[config.mk]
export PLATFORM = sky130hd
export DESIGN_NAME = wb_stage_nlane
export DESIGN_NICKNAME = d
export VERILOG_FILES = /design/src/rtl/wb_stage_nlane_pkg.sv /design/src/rtl/wb_stage_nlane_trace_fifo.sv /design/src/rtl/wb_stage_nlane.sv
export SDC_FILE = /design/constraint.sdc
export NUM_CORES = 2
export LEC_CHECK = 0
export BUFFER_PORTS_ARGS = -buffer_cell sky130_fd_sc_hd__buf_2
export CAP_MARGIN = 30
export CELL_PAD_IN_SITES_DETAIL_PLACEMENT = 1
export CELL_PAD_IN_SITES_GLOBAL_PLACEMENT = 1
export CORE_MARGIN = 2
export CORE_UTILIZATION = 49
export DETAILED_ROUTE_END_ITERATION = 7
export PLACE_DENSITY_LB_ADDON = 0.12
export SLEW_MARGIN = 10
export SYNTH_ARGS = -nofsm -noshare
export SYNTH_HDL_FRONTEND = slang
export SYNTH_SLANG_ARGS = --single-unit
[constraint.sdc]
create_clock -name clk -period 11.26 [get_ports clk]
set_input_delay 2.252 -clock clk [delete_from_list [all_inputs] [get_ports clk]]
set_output_delay 2.252 -clock clk [all_outputs]
set_load 0.01 [all_outputs]
[src/rtl/wb_stage_nlane_pkg.sv]
// wb_stage_nlane_pkg: shared widths, trace entry layout and trace FIFO states
package wb_stage_nlane_pkg;
  localparam int STALL_W = 6;
  localparam int TRACE_ENTRY_W = 70;
  typedef struct packed {
    logic [31:0] pc;
    logic        we;
    logic [4:0]  waddr;
    logic [31:0] wdata;
  } trace_entry_t;
  typedef enum logic [1:0] {ST_EMPTY, ST_ACTIVE, ST_THROTTLE} trace_state_t;
  function automatic int wb_lane_w(input int hilo_w);
    return hilo_w + TRACE_ENTRY_W;
  endfunction
  function automatic int wb_rf_lane_w(input int hilo_w);
    return hilo_w + 38;
  endfunction
endpackage

[src/rtl/wb_stage_nlane_trace_fifo.sv]
// wb_stage_nlane_trace_fifo: multi-push, single-pop trace FIFO with compaction, throttle and sticky overflow
module wb_stage_nlane_trace_fifo
  import wb_stage_nlane_pkg::*;
#(
  parameter int LANES = 2,
  parameter int DEPTH = 8
) (
  input  logic                    clk,
  input  logic                    rst,
  input  logic [LANES-1:0]        push_valid,
  input  trace_entry_t [LANES-1:0] push_data,
  output logic                    pop_valid,
  output trace_entry_t            pop_data,
  output logic                    stallreq,
  output logic                    overflow
);
  localparam int PTR_W = $clog2(DEPTH);
  localparam int CNT_W = PTR_W + 1;
  localparam int THR = DEPTH - 2 * LANES;
  trace_entry_t mem_q [DEPTH];
  trace_entry_t mem_d [DEPTH];
  logic [PTR_W-1:0] wptr_q, wptr_d, rptr_q, rptr_d;
  logic [CNT_W-1:0] count_q, count_d;
  logic overflow_q, overflow_d;
  trace_state_t state_q, state_d;
  int free, n_acc;
  assign pop_valid = count_q != '0;
  assign pop_data = mem_q[rptr_q];
  assign stallreq = state_q == ST_THROTTLE;
  assign overflow = overflow_q;
  // Accepted lanes form a prefix of the traceable lanes, so n_acc doubles as the compacted slot index.
  always_comb begin
    mem_d = mem_q;
    n_acc = 0;
    free = DEPTH - int'(count_q) + int'(pop_valid);
    overflow_d = overflow_q;
    for (int i = 0; i < LANES; i++)
      if (push_valid[i]) begin
        if (n_acc < free) begin
          mem_d[PTR_W'(int'(wptr_q) + n_acc)] = push_data[i];
          n_acc = n_acc + 1;
        end else overflow_d = 1'b1;
      end
    wptr_d = wptr_q + PTR_W'(n_acc);
    rptr_d = rptr_q + PTR_W'(pop_valid);
    count_d = CNT_W'(int'(count_q) + n_acc - int'(pop_valid));
    state_d = count_d == '0 ? ST_EMPTY : int'(count_d) > THR ? ST_THROTTLE : ST_ACTIVE;
  end
  always_ff @(posedge clk) begin
    mem_q <= mem_d;
    if (rst) begin
      wptr_q <= '0;
      rptr_q <= '0;
      count_q <= '0;
      overflow_q <= 1'b0;
      state_q <= ST_EMPTY;
    end else begin
      wptr_q <= wptr_d;
      rptr_q <= rptr_d;
      count_q <= count_d;
      overflow_q <= overflow_d;
      state_q <= state_d;
    end
  end
endmodule

[src/rtl/wb_stage_nlane.sv]
// wb_stage_nlane: N-lane write-back stage with register-file lanes and serialised debug trace
module wb_stage_nlane
  import wb_stage_nlane_pkg::*;
#(
  parameter int LANES       = 2,
  parameter int HILO_W      = 66,
  parameter int TRACE_DEPTH = 8,
  parameter int STALL_IDX   = 4,
  parameter bit FLUSH_EN    = 1'b0
) (
  input  logic                                  clk,
  input  logic                                  rst,
  input  logic                                  flush,
  input  logic [STALL_W-1:0]                    stall,
  input  logic [LANES*wb_lane_w(HILO_W)-1:0]    mem_to_wb_bus,
  output logic [LANES*wb_rf_lane_w(HILO_W)-1:0] wb_to_rf_bus,
  output logic                                  trace_stallreq,
  output logic                                  trace_overflow,
  output logic [31:0]                           debug_wb_pc,
  output logic [3:0]                            debug_wb_rf_wen,
  output logic [4:0]                            debug_wb_rf_wnum,
  output logic [31:0]                           debug_wb_rf_wdata
);
  localparam int LANE_W = wb_lane_w(HILO_W);
  localparam int RF_LANE_W = wb_rf_lane_w(HILO_W);
  logic [LANES*LANE_W-1:0] bus_q, bus_d;
  logic fresh_q, fresh_d;
  logic [LANES-1:0] push_valid;
  trace_entry_t [LANES-1:0] push_data;
  logic pop_valid;
  trace_entry_t pop_data, dbg_q, dbg_d;
  logic [3:0] dbg_wen_q, dbg_wen_d;
  logic flush_hit, unused_stall;
  assign unused_stall = ^stall;
  assign flush_hit = FLUSH_EN && flush;
  // A stalled stage whose successor moves on must emit a bubble; otherwise a stall holds.
  always_comb begin
    bus_d = flush_hit ? '0 : !stall[STALL_IDX] ? mem_to_wb_bus : !stall[STALL_IDX+1] ? '0 : bus_q;
    fresh_d = !flush_hit && !stall[STALL_IDX];
  end
  for (genvar i = 0; i < LANES; i++) begin : g_lane
    assign push_data[i] = bus_q[i*LANE_W +: TRACE_ENTRY_W];
    assign push_valid[i] = fresh_q && push_data[i].pc != '0;
    assign wb_to_rf_bus[i*RF_LANE_W +: RF_LANE_W] =
      {bus_q[i*LANE_W+TRACE_ENTRY_W +: HILO_W], bus_q[i*LANE_W +: 38]};
  end
  wb_stage_nlane_trace_fifo #(.LANES(LANES), .DEPTH(TRACE_DEPTH)) u_fifo (
    .clk       (clk),
    .rst       (rst),
    .push_valid(push_valid),
    .push_data (push_data),
    .pop_valid (pop_valid),
    .pop_data  (pop_data),
    .stallreq  (trace_stallreq),
    .overflow  (trace_overflow)
  );
  always_comb begin
    dbg_d = pop_valid ? pop_data : dbg_q;
    dbg_wen_d = pop_valid ? {4{pop_data.we}} : 4'h0;
  end
  always_ff @(posedge clk) begin
    if (rst) begin
      bus_q <= '0;
      fresh_q <= 1'b0;
      dbg_q <= '0;
      dbg_wen_q <= 4'h0;
    end else begin
      bus_q <= bus_d;
      fresh_q <= fresh_d;
      dbg_q <= dbg_d;
      dbg_wen_q <= dbg_wen_d;
    end
  end
  assign debug_wb_pc = dbg_q.pc;
  assign debug_wb_rf_wen = dbg_wen_q;
  assign debug_wb_rf_wnum = dbg_q.waddr;
  assign debug_wb_rf_wdata = dbg_q.wdata;
endmodule

==> flow_summary_export.csv <==
group,metric,value,unit
detailed_routing,ant_nets,0,
grt,grt_pass1_vias,24040,
critical_path,crit_family,"simple AND/OR/NAND/NOR gates",
sta,post-route-period-util,58.4,%
grt,grt_pass1_wl,140000,um
clocking,ctsResizeCount,0,
critical_path,end_kind,"flop",
pwr,p_leak,17.6,nW
final_layout,drive_gt1_share,44.0,%
grt,grt-ovfl-total,0,
floorplan,die_area,76800,um2
clocking,htree_num_levels,3,
critical_path,r2r_setup_slack,4.69,ns
sta,max_slew.worst_pin.slew,1.05,ns
synth,synth.avg_cell_area,12.6,um2
sta,slew_viol_final,0,
min_path,worstHoldPathType,"reg2reg",
critical_path,worstSetupPathType,"reg2reg",
placed_design,io_buffers,558,
sta,timing.fmax,0.152,GHz
clocking,cts_setup_buffers,0,
critical_path,endpoint,"u_fifo.mem_q[295]$_DFF_P_",
floorplan,initial_core_util,49.3,%
sta,rsz0062_at_grt,"false",
synth,synth_top_area_share,50.1,%
pwr,p_per_area,241,nW/um2
critical_path,critPathSlowestCell,"or4b_4",
critical_path,crit_path_max_incr_delay,0.90,ns
synth,syn-cell-area,36600,um2
critical_path,crit_start,"u_fifo.count_q[0]$_SDFF_PP0_",
sta,fin_skew,0.0173,ns
synth,synthXorXnorAreaFrac,0.233,%
critical_path,cp_cell_sequence,"inv_1 > ha_1 > a21oi_1 > nor2b_1 > nand4_1 > ha_1 > or4_1 > nor4_2 > and2_1 > a211oi_1 > ha_1 > ha_1 > xnor2_1 > o211ai_1 > or4b_4 > buf_4 > buf_16 > mux2_4",
synth,synth_edf_count,0,
floorplan,core,74200,um2
floorplan,die_w,277,um
run,drv_cap,0,
synth,yosys.area.top_type,"dfxtp_1",
synth,synth_top_family_by_area,"multiplexers",
synth,synthAdderAreaFrac,0.862,%
critical_path,reg2reg_depth,18,
clocking,hold_buffers,0,
sta,slew_headroom,30.3,%
sta,hold_viol,0,
detailed_routing,drc,0,
grt,antenna_found_initial,2,
final_layout,fillCellCount,7425,
synth,synth_cell_types,50,
clocking,root_buffer,"clkbuf_16",
min_path,worstHoldStart,"u_fifo.mem_q[96]$_DFF_P_",
detailed_routing,wl,89500,um
synth,synth_compound_area_share,8.47,%
synth,ys_warn_count,0,
sta,setup_viol,0,
critical_path,r2r-start,"u_fifo.count_q[0]$_SDFF_PP0_",
critical_path,critPathRequiredTime,11.77,ns
critical_path,cp_num_buf_inv,3,
critical_path,cp.arrival,7.09,ns
critical_path,reg2reg_to,"u_fifo.mem_q[295]$_DFF_P_",
sta,setup_ws,4.69,ns
placed_design,gp_congestion,0.782,
pwr,ir_worst_vdd,0.154,mV
synth,muxShareOfSynthArea,28.5,%
placed_design,dp_hpwl,56400,um
final_layout,finalNetCount,3231,
synth,netlist_top_cells_area,"dfxtp_1, mux2_2, mux4_2",
critical_path,cp_max_fo,30,
clocking,cts_tree,"done",
clocking,numCtsBuffers,97,
clocking,clockBufferDepth,3,
final_layout,area_growth,10.8,%
synth,syn_inst,2913,
detailed_routing,vias,21615,
synth,synth_flop_cell,"dfxtp_1",
clocking,cts_sinks,916,
clocking,clk_latency,0.63,ns
detailed_routing,routedWlPerCell,22.5,um
floorplan,die_y,277,um
floorplan,ios,564,
synth,synth_seq_cells,916,
floorplan,fp-row-count,100,
detailed_routing,drt_iter0_drc,863,
sta,layout_min_cycle_time,6.57,ns
grt,grt_max_degree,186,
synth,synthArstFlopShare,0,%
detailed_routing,dr.pass1.iters,4,
synth,syn_nets,3218,
synth,yosysSeqAreaShare,50.1,%
placed_design,place_ws,4.14,ns
critical_path,crit_top_cell,"ha_1",
grt,grtUsageTotal,23.0,%
run_status,status,"finished clean",
clocking,path_clk_slew,0.06,ns
critical_path,cp_num_cells,18,
detailed_routing,avgViaCountPerCell,5.44,
synth,yosys.area_share.simple,1.87,%
pwr,power,9.78,mW
sta,tns,0,ns
critical_path,start_kind,"flop",
how the worst min path moves through the flow:
stage / endpoint / slack [ns] / cells past startpoint
after CTS: u_fifo.mem_q[111]$_DFF_P_ / 0.35 / 0
after global routing: u_fifo.mem_q[64]$_DFF_P_ / 0.35 / 0
final: u_fifo.mem_q[96]$_DFF_P_ / 0.35 / 0
after floorplan: u_fifo.mem_q[100]$_DFF_P_ / 0.40 / 1
after global placement: u_fifo.mem_q[117]$_DFF_P_ / 0.33 / 0
after detailed placement: u_fifo.mem_q[113]$_DFF_P_ / 0.34 / 0
where the power goes:
group | switching [mW] | internal [mW]
clock | 1.28 | 1.84
sequential | 0.366 | 3.78
combinational | 1.19 | 1.31
total | 2.84 | 6.94
Yosys cell counts, types with 2 or more instances:
cell	n
xnor2_1	4
nor2_1	84
nand4_1	8
nand3b_1	4
o211ai_1	2
nand3_1	2
mux2_1	140
nor4_1	16
mux2_4	63
buf_4	211
o2111ai_1	2
buf_2	29
buf_1	26
nor2b_1	9
xnor2_2	2
nand2_1	8
ha_1	22
fa_1	2
dfxtp_1	916
xor2_1	2
mux2i_1	71
o21ai_0	2
mux2_2	357
inv_1	12
a22o_1	272
mux4_2	140
nor3b_1	2
a211oi_1	71
a21oi_1	3
a21o_1	3
clkbuf_1	380
a211oi_4	2
buf_6	29
layer usage:
metal | up-vias | wire length (um) | GRT usage, %
li1 | 10148 | - | -
met5 | - | 13 | 0
met3 | 142 | 3920 | 4.52
met2 | 438 | 45300 | 40.6
met4 | 2 | 2260 | 7.51
met1 | 10885 | 38000 | 28.2
layout make-up:
cell class / instances / area [um2] / area share (%)
flip-flops and latches: 916 / 18300 / 45.3
multi-input cells: 1310 / 14600 / 36.1
repair buffers: 589 / 3130 / 7.71
clock buffers: 139 / 2850 / 7.03
well taps: 969 / 1210 / 2.99
clock inverters: 33 / 290 / 0.716
inverters: 12 / 45.0 / 0.111
diodes: 2 / 5.00 / 0.0124
stage by stage:
stage	hold WS (ns)	utilization, %	instances	instance area, um2
2_1_floorplan	0.400	-	2913	36600
3_3_place_gp	0.334	50.2	3792	37300
3_5_place_dp	0.336	50.3	3793	37300
4_1_cts	0.349	54.5	3965	40400
5_1_grt	0.353	54.6	3969	40500
6_report	0.346	54.6	3970	40500
cell usage in the layout, fill, tap and decap left out, drive strengths merged, types with 22 or more instances in the layout:
master | netlist | routed
clkbuf | 380 | 139
buf | 295 | 589
mux2i | 72 | 72
mux4 | 140 | 140
mux2 | 560 | 560
clkinv | 0 | 24
a211oi | 73 | 73
nor2 | 84 | 84
dfxtp | 916 | 916
a22o | 272 | 272
ha | 22 | 22
sequential cells by signal, summed over array words and instances (netlist names), 2 cells and up:
| signal | flops |
|---|---|
| u_fifo.state_q | 2 |
| u_fifo.rptr_q | 3 |
| u_fifo.mem_q | 560 |
| u_fifo.wptr_q | 3 |
| debug_wb_rf_wnum | 5 |
| bus_q | 272 |
| u_fifo.count_q | 4 |
| debug_wb_pc | 32 |
| debug_wb_rf_wdata | 32 |
kinds of logic (layout without fill, tap and decap cells):
family,count (synthesis),count (layout)
flip-flops,916,916
multiplexers,772,772
buffers and inverters,687,773
AO/OA/AOI/OAI,364,364
AND/OR/NAND/NOR,142,142
adder cells (fa/ha/maj),24,24
XOR/XNOR,8,8
other,0,2
(Power assumes the default switching activity.)
